==> src/rtl/sync_fifo_pkg.sv <==
// -----------------------------------------------------------------------------
// sync_fifo_pkg
// Shared types and constants for the sync_fifo read-side controller.
//   state_e     : reader FSM encoding (IDLE / STREAM / FLUSH)
//   SKID_DEPTH  : number of entries in the output skid buffer
//   credit_occ  : words owned by the reader after this cycle's pop
// -----------------------------------------------------------------------------
package sync_fifo_pkg;

  typedef enum logic [1:0] {
    IDLE   = 2'd0,
    STREAM = 2'd1,
    FLUSH  = 2'd2
  } state_e;

  localparam int unsigned SKID_DEPTH = 2;

  // Buffered words plus the word in flight, minus the word leaving this cycle.
  // A pop implies buf_cnt >= 1, so the subtraction cannot wrap.
  function automatic logic [2:0] credit_occ(input logic [1:0] buf_cnt,
                                            input logic       inflight,
                                            input logic       pop);
    credit_occ = {1'b0, buf_cnt} + {2'b00, inflight} - {2'b00, pop};
  endfunction

endpackage

==> src/rtl/sync_fifo_reader_if.sv <==
// -----------------------------------------------------------------------------
// sync_fifo_reader_if
// Bundles the FIFO read port and the downstream valid/ready stream.
//   fifo_rd_en     : pop request to the FIFO
//   fifo_rd_data   : FIFO read data, valid the cycle after fifo_rd_en
//   fifo_empty     : FIFO empty flag
//   fifo_underflow : FIFO underflow indication
//   m_valid/m_data : stream payload towards the consumer
//   m_ready        : consumer accept
// Modports: master = the reader, slave = FIFO + consumer side.
// -----------------------------------------------------------------------------
interface sync_fifo_reader_if #(
  parameter int DATA_WIDTH = 8
);
  logic                  fifo_rd_en;
  logic [DATA_WIDTH-1:0] fifo_rd_data;
  logic                  fifo_empty;
  logic                  fifo_underflow;
  logic                  m_valid;
  logic [DATA_WIDTH-1:0] m_data;
  logic                  m_ready;

  modport master (
    output fifo_rd_en,
    input  fifo_rd_data,
    input  fifo_empty,
    input  fifo_underflow,
    output m_valid,
    output m_data,
    input  m_ready
  );

  modport slave (
    input  fifo_rd_en,
    output fifo_rd_data,
    output fifo_empty,
    output fifo_underflow,
    input  m_valid,
    input  m_data,
    output m_ready
  );
endinterface

==> src/rtl/skid_buf2.sv <==
// -----------------------------------------------------------------------------
// skid_buf2
// Two-entry skid buffer; slot0 is the head presented downstream.
//   clk, rst  : clock, synchronous active-high reset
//   clear     : drop all held words (count -> 0)
//   push      : write push_data (returning FIFO word)
//   pop       : head consumed this cycle
//   count     : number of valid entries (0..2)
//   head      : slot0 contents
// The caller guarantees no push when full without a pop, and no pop when empty.
// -----------------------------------------------------------------------------
module skid_buf2
  import sync_fifo_pkg::*;
#(
  parameter int DATA_WIDTH = 8
) (
  input  logic                  clk,
  input  logic                  rst,
  input  logic                  clear,
  input  logic                  push,
  input  logic [DATA_WIDTH-1:0] push_data,
  input  logic                  pop,
  output logic [1:0]            count,
  output logic [DATA_WIDTH-1:0] head
);

  logic [1:0]            cnt_q,   cnt_d;
  logic [DATA_WIDTH-1:0] slot0_q, slot0_d;
  logic [DATA_WIDTH-1:0] slot1_q, slot1_d;

  // Next-state of the buffer: clear wins, then push/pop combinations.
  always_comb begin
    cnt_d   = cnt_q;
    slot0_d = slot0_q;
    slot1_d = slot1_q;
    if (clear) begin
      cnt_d = 2'd0;
    end else begin
      case ({push, pop})
        2'b10: begin
          // Plain return: the word lands in slot[count].
          if (cnt_q == 2'd0) begin
            slot0_d = push_data;
            cnt_d   = 2'd1;
          end else if (cnt_q == 2'd1) begin
            slot1_d = push_data;
            cnt_d   = 2'(SKID_DEPTH);
          end else begin
            cnt_d = cnt_q;
          end
        end
        2'b01: begin
          slot0_d = slot1_q;
          if (cnt_q != 2'd0) begin
            cnt_d = cnt_q - 2'd1;
          end else begin
            cnt_d = cnt_q;
          end
        end
        2'b11: begin
          // Pop and return together: occupancy unchanged, queue shifts forward.
          if (cnt_q == 2'(SKID_DEPTH)) begin
            slot0_d = slot1_q;
            slot1_d = push_data;
          end else begin
            slot0_d = push_data;
          end
        end
        default: begin
          cnt_d = cnt_q;
        end
      endcase
    end
  end

  // Buffer storage registers.
  always_ff @(posedge clk) begin
    if (rst) begin
      cnt_q   <= 2'd0;
      slot0_q <= {DATA_WIDTH{1'b0}};
      slot1_q <= {DATA_WIDTH{1'b0}};
    end else begin
      cnt_q   <= cnt_d;
      slot0_q <= slot0_d;
      slot1_q <= slot1_d;
    end
  end

  assign count = cnt_q;
  assign head  = slot0_q;

endmodule

==> src/rtl/sync_fifo_reader.sv <==
// -----------------------------------------------------------------------------
// sync_fifo_reader
// Read-side controller for sync_fifo. Issues pops, absorbs the FIFO's one-cycle
// read latency in a 2-entry skid buffer and streams one word per cycle.
//   clk, rst       : clock, synchronous active-high reset
//   bus (master)   : FIFO read port + valid/ready output stream
//   flush          : discard held and in-flight words
//   busy           : buffer non-empty, read in flight, or flushing
//   err_underflow  : sticky FIFO underflow flag, cleared on flush entry or rst
//   rd_count       : delivered-word counter (only with SYNC_FIFO_READER_STATS_EN)
// Optional feature macro: SYNC_FIFO_READER_STATS_EN.
// -----------------------------------------------------------------------------
module sync_fifo_reader
  import sync_fifo_pkg::*;
#(
  parameter int DATA_WIDTH = 8,
  parameter int CNT_WIDTH  = 16
) (
  input  logic                 clk,
  input  logic                 rst,
  sync_fifo_reader_if.master   bus,
  input  logic                 flush,
  output logic                 busy,
  output logic                 err_underflow
`ifdef SYNC_FIFO_READER_STATS_EN
  ,
  output logic [CNT_WIDTH-1:0] rd_count
`endif
);

  if (CNT_WIDTH < 1) begin : g_cnt_width_check
    $error("CNT_WIDTH must be at least 1");
  end

  state_e                state_q,    state_d;
  logic                  inflight_q, inflight_d;
  logic                  err_q,      err_d;

  logic [1:0]            buf_cnt_s;
  logic [DATA_WIDTH-1:0] head_s;
  logic                  pop_s;
  logic                  push_s;
  logic                  clear_s;
  logic                  rd_en_s;

  assign pop_s = (buf_cnt_s != 2'd0) && bus.m_ready;

  // FSM next-state.
  always_comb begin
    state_d = state_q;
    case (state_q)
      IDLE: begin
        if (!flush) begin
          state_d = STREAM;
        end else begin
          state_d = IDLE;
        end
      end
      STREAM: begin
        if (flush) begin
          state_d = FLUSH;
        end else begin
          state_d = STREAM;
        end
      end
      FLUSH: begin
        // Wait for any outstanding word to come back so it can be dropped.
        if (!flush && !inflight_q) begin
          state_d = STREAM;
        end else begin
          state_d = FLUSH;
        end
      end
      default: begin
        state_d = IDLE;
      end
    endcase
  end

  // Credit-based pop request, buffer control and sticky error.
  always_comb begin
    rd_en_s    = 1'b0;
    clear_s    = 1'b0;
    push_s     = 1'b0;
    inflight_d = 1'b0;
    err_d      = err_q;
    // Never request a word that would not fit once it returns.
    if ((state_q == STREAM) && !bus.fifo_empty &&
        (credit_occ(buf_cnt_s, inflight_q, pop_s) < 3'(SKID_DEPTH))) begin
      rd_en_s = 1'b1;
    end else begin
      rd_en_s = 1'b0;
    end
    // Entering FLUSH empties the buffer; returns while not streaming are dropped.
    clear_s    = (state_q == STREAM) && flush;
    push_s     = inflight_q && (state_q == STREAM);
    inflight_d = rd_en_s;
    if (clear_s) begin
      err_d = 1'b0;
    end else if (bus.fifo_underflow) begin
      err_d = 1'b1;
    end else begin
      err_d = err_q;
    end
  end

  // Control registers.
  always_ff @(posedge clk) begin
    if (rst) begin
      state_q    <= IDLE;
      inflight_q <= 1'b0;
      err_q      <= 1'b0;
    end else begin
      state_q    <= state_d;
      inflight_q <= inflight_d;
      err_q      <= err_d;
    end
  end

  skid_buf2 #(
    .DATA_WIDTH (DATA_WIDTH)
  ) u_skid (
    .clk       (clk),
    .rst       (rst),
    .clear     (clear_s),
    .push      (push_s),
    .push_data (bus.fifo_rd_data),
    .pop       (pop_s),
    .count     (buf_cnt_s),
    .head      (head_s)
  );

  assign bus.fifo_rd_en = rd_en_s;
  assign bus.m_valid    = (buf_cnt_s != 2'd0);
  assign bus.m_data     = head_s;
  assign busy           = (buf_cnt_s != 2'd0) || inflight_q || (state_q == FLUSH);
  assign err_underflow  = err_q;

`ifdef SYNC_FIFO_READER_STATS_EN
  logic [CNT_WIDTH-1:0] rd_count_q, rd_count_d;

  // Delivered-word counter; wraps naturally and survives flush.
  always_comb begin
    if (pop_s) begin
      rd_count_d = rd_count_q + CNT_WIDTH'(1);
    end else begin
      rd_count_d = rd_count_q;
    end
  end

  // Counter register, cleared by rst only.
  always_ff @(posedge clk) begin
    if (rst) begin
      rd_count_q <= {CNT_WIDTH{1'b0}};
    end else begin
      rd_count_q <= rd_count_d;
    end
  end

  assign rd_count = rd_count_q;
`endif

endmodule

==> src/flat_wrapper.sv <==
// flat-port wrapper written by rule: the top's interface ports become plain ports
module sync_fifo_reader_flat import sync_fifo_pkg::*;
#(
  parameter int DATA_WIDTH = 8,
  parameter int CNT_WIDTH  = 16
)
  (clk, rst, flush, busy, err_underflow, bus_fifo_rd_en, bus_fifo_rd_data, bus_fifo_empty, bus_fifo_underflow, bus_m_valid, bus_m_data, bus_m_ready);
  sync_fifo_reader_if #(.DATA_WIDTH(DATA_WIDTH)) bus_i ();
  input  logic clk;
  input  logic rst;
  input  logic flush;
  output logic busy;
  output logic err_underflow;
  output wire logic [$bits(bus_i.fifo_rd_en)-1:0] bus_fifo_rd_en;
  input wire logic [$bits(bus_i.fifo_rd_data)-1:0] bus_fifo_rd_data;
  input wire logic [$bits(bus_i.fifo_empty)-1:0] bus_fifo_empty;
  input wire logic [$bits(bus_i.fifo_underflow)-1:0] bus_fifo_underflow;
  output wire logic [$bits(bus_i.m_valid)-1:0] bus_m_valid;
  output wire logic [$bits(bus_i.m_data)-1:0] bus_m_data;
  input wire logic [$bits(bus_i.m_ready)-1:0] bus_m_ready;
  assign bus_fifo_rd_en = bus_i.fifo_rd_en;
  assign bus_i.fifo_rd_data = bus_fifo_rd_data;
  assign bus_i.fifo_empty = bus_fifo_empty;
  assign bus_i.fifo_underflow = bus_fifo_underflow;
  assign bus_m_valid = bus_i.m_valid;
  assign bus_m_data = bus_i.m_data;
  assign bus_i.m_ready = bus_m_ready;
  sync_fifo_reader #(.DATA_WIDTH(DATA_WIDTH), .CNT_WIDTH(CNT_WIDTH)) u_core (.clk(clk), .rst(rst), .bus(bus_i), .flush(flush), .busy(busy), .err_underflow(err_underflow));
endmodule
==> config.mk <==
export PLATFORM = sky130hd
export DESIGN_NAME = sync_fifo_reader_flat
export DESIGN_NICKNAME = d
export VERILOG_FILES = /design/src/rtl/sync_fifo_pkg.sv /design/src/rtl/sync_fifo_reader_if.sv /design/src/rtl/skid_buf2.sv /design/src/rtl/sync_fifo_reader.sv /design/src/flat_wrapper.sv
export SDC_FILE = /design/constraint.sdc
export NUM_CORES = 1
export LEC_CHECK = 0
export ABC_AREA = 1
export CAP_MARGIN = 10
export CORE_ASPECT_RATIO = 1.4
export CORE_MARGIN = 2
export CORE_UTILIZATION = 40
export DETAILED_ROUTE_END_ITERATION = 10
export GPL_ROUTABILITY_DRIVEN = 0
export SYNTH_ARGS = -nofsm -noshare
export SYNTH_HDL_FRONTEND = slang
export SYNTH_SLANG_ARGS = --single-unit
==> constraint.sdc <==
create_clock -name clk -period 4.3 [get_ports clk]
set_input_delay 0.86 -clock clk [delete_from_list [all_inputs] [get_ports clk]]
set_output_delay 0.86 -clock clk [all_outputs]
set_load 0.005 [all_outputs]
==> qor.yml, run 1 <==
status: "complete, no violations"
antenna_found_initial: 0
fin_crit_ps: 4130
cts.sinks: 22
leakagePower_nw: 0.764
yosysUniqueCellTypes: 27
clock_latency_ps: 260
syn2layout_area_growth_pct: 26.2
ctsResizeCount: 0
overflow: 0
dr.first_iter.drc_count: 34
synthCells: 202
end_kind: "primary output"
syn_nets: 220
ys.flop_type: "dfxtp_1"
initial_core_util: 0.424
antenna_cells: 0
r2r_start: "u_core.u_skid.count[1]"
worstHoldStart: "u_core.u_skid.head[2]"
drtPass1Iterations: 4
grt_usage: 0.187
hpwl_um: 2440
cp_common_cell: "clkdlybuf4s50_1"
avgSynthCellArea_um2: 6.68
setup_viol: 0
worst_slew_pin_slew_ps: 417
p_per_area_nw_per_um2: 312
routedWlPerCell_um: 11.9
cp_max_fo: 10
ys_ff_latch: 22
met1_usage: 0.229
crit_path_cell_trace: "clkdlybuf4s50_1, nand2_8, nor2_1, o21ai_0, fa_1, nand2_1, nor3_1, clkdlybuf4s50_1"
peakVddDrop_v: 0.000153
regArea_um2: 440
crit_slowest_cell: "clkdlybuf4s50_1"
root_buffer: "clkbuf_8"
syn_area_um2: 1350
synth_top_cell_by_area: "dfxtp_1"
crit_type: "input pin to primary output"
yosysWarnings: 0
core-area_um2: 3180
drc: 0
critPathMaxStageDelay_ps: 610
cp.arrival_ps: 3270
drive_above_1_share: 0.0877
rsz0062_at_grt: "no"
die_y_um: 72.7
cp-start-kind: "input pin"
die_x_um: 53.1
slew_headroom: 0.722
grt_pass1_wl_um: 5420
holdBufCountCts: 0
grt_pass1_vias: 1256
vias_per_cell: 5.04
hold_viol: 0
via_count: 1345
multi_input_area_um2: 747
cts_tree: "done"
seq_area_frac_synth: 0.327
use_met3: 0.0246
final_cell_area_um2: 1700
busiest_layer: "met2"
cts-htree-levels: 1
fin_skew_ps: 3.55
post-cts-setup-buffers: 0
startpoint: "bus_m_ready"
num_rows: 24
die-area_um2: 3860
cp.required_ps: 3440
placed_area_um2: 1630
boundaryPins: 26
synth.area.top_cells: "dfxtp_1, nand2_1, inv_1"
postRouteAntennaNets: 0
fmax_mhz: 242
yosys-top-cells-count: "nand2_1, inv_1, nor2_1"
synth_edf_count: 0
synth_most_common_cell: "nand2_1"
clk_pin_slew_ps: 80
setup_tns_ps: 0
fin_crit_sh: 0.961
clockBufferDepth: 2
hold_class: "register to register"
cts_made_buffers: 3
met2_usage: 0.319
drv_cap: 0
grt_max_degree: 14
finalWirelength_um: 3180
portBuffers: 25
synth_top_area_share: 0.327
synthArstFlopShare: 0
final_nets: 247
drv_slew: 0
fillers: 343
whs_ps: 475
==> layout by cell type, fill, tap and decap left out <==
| cell | instances |
|---|---|
| a21boi_4 | 1 |
| a21oi_1 | 8 |
| a21oi_4 | 1 |
| bufinv_16 | 1 |
| clkbuf_8 | 3 |
| clkdlybuf4s50_1 | 25 |
| dfxtp_1 | 22 |
| fa_1 | 1 |
| ha_1 | 3 |
| inv_1 | 32 |
| inv_2 | 3 |
| inv_4 | 2 |
| nand2_1 | 48 |
| nand2_2 | 2 |
| nand2_8 | 1 |
| nand3_1 | 17 |
| nand3_2 | 1 |
| nand3_4 | 1 |
| nand4_1 | 9 |
| nand4_4 | 1 |
| nor2_1 | 32 |
| nor2_2 | 1 |
| nor2_4 | 2 |
| nor3_1 | 2 |
| nor4_1 | 1 |
| o211ai_1 | 1 |
| o21ai_0 | 6 |
| xor2_1 | 1 |
==> state kept, by name, summed over array words and instances, names as in the netlist <==
register	flops
u_core.err_underflow	1
u_core.u_skid.count	2
u_core.u_skid.head	8
u_core.inflight_q	1
u_core.u_skid.slot1_q	8
u_core.state_q	2
==> kinds of logic after synthesis <==
logic type | count (synthesis) | share of synthesized area
buf+inv | 40 | 0.120
simple gates | 118 | 0.421
fa+ha+maj | 4 | 0.0427
flops | 22 | 0.327
compound gates | 17 | 0.0835
xor+xnor | 1 | 0.00649
==> critical path, delay by kind of cell <==
| kind | cells | cell delay [ps] |
|---|---|---|
| AND/OR/NAND/NOR | 4 | 570 |
| buffers and inverters | 2 | 1150 |
| adder cells (fa/ha/maj) | 1 | 520 |
| AO/OA/AOI/OAI | 1 | 170 |
==> worst paths after layout <==
path / endpoint / slack (ps) / cells past startpoint
worst max register to register: u_core.inflight_q / 2000 / 9
worst min register to register: u_core.u_skid.head[2] / 470 / 2
worst min-delay path: u_core.u_skid.head[2] / 470 / 2
worst max-delay path: bus_fifo_rd_en / 170 / 8
==> where the power goes <==
group          internal, mW  total (mW)  switching [mW]
Combinational        0.0531       0.114          0.0612
Clock                 0.124       0.196          0.0712
Sequential            0.213       0.220         0.00713
Total                 0.391       0.530           0.140
==> layout make-up <==
class	instances	area share
inverters	37	0.0846
well taps	39	0.0287
repair buffers	25	0.147
clock buffers	3	0.0243
clock inverters	1	0.0176
multi-input cells	140	0.439
flip-flops and latches	22	0.259
==> per-stage QoR <==
step,total power [mW],utilization,cells,worst slack (ps)
3_5_place_dp,0.340,0.512,263,186
5_1_grt,0.562,0.535,267,79.2
3_3_place_gp,0.339,0.512,263,232
6_report,0.530,0.535,267,168
2_1_floorplan,0.293,-,202,1430
4_1_cts,0.537,0.535,267,163
==> metal layers <==
layer	up-vias	share of wire
li1	689	-
met2	34	0.52
met1	617	0.43
met3	5	0.040
met5	-	0
met4	0	0.014
Power figures use the tool's default switching activity.
==> run 2: changes to the inputs <==
--- a/config.mk
+++ b/config.mk
@@ -12,6 +12,7 @@
 export CORE_UTILIZATION = 40
 export DETAILED_ROUTE_END_ITERATION = 10
 export GPL_ROUTABILITY_DRIVEN = 0
+export SLEW_MARGIN = 20
 export SYNTH_ARGS = -nofsm -noshare
 export SYNTH_HDL_FRONTEND = slang
 export SYNTH_SLANG_ARGS = --single-unit
==> results of run 2 <==
No change in the layout: final DEF, timing and power equal those of run 1.
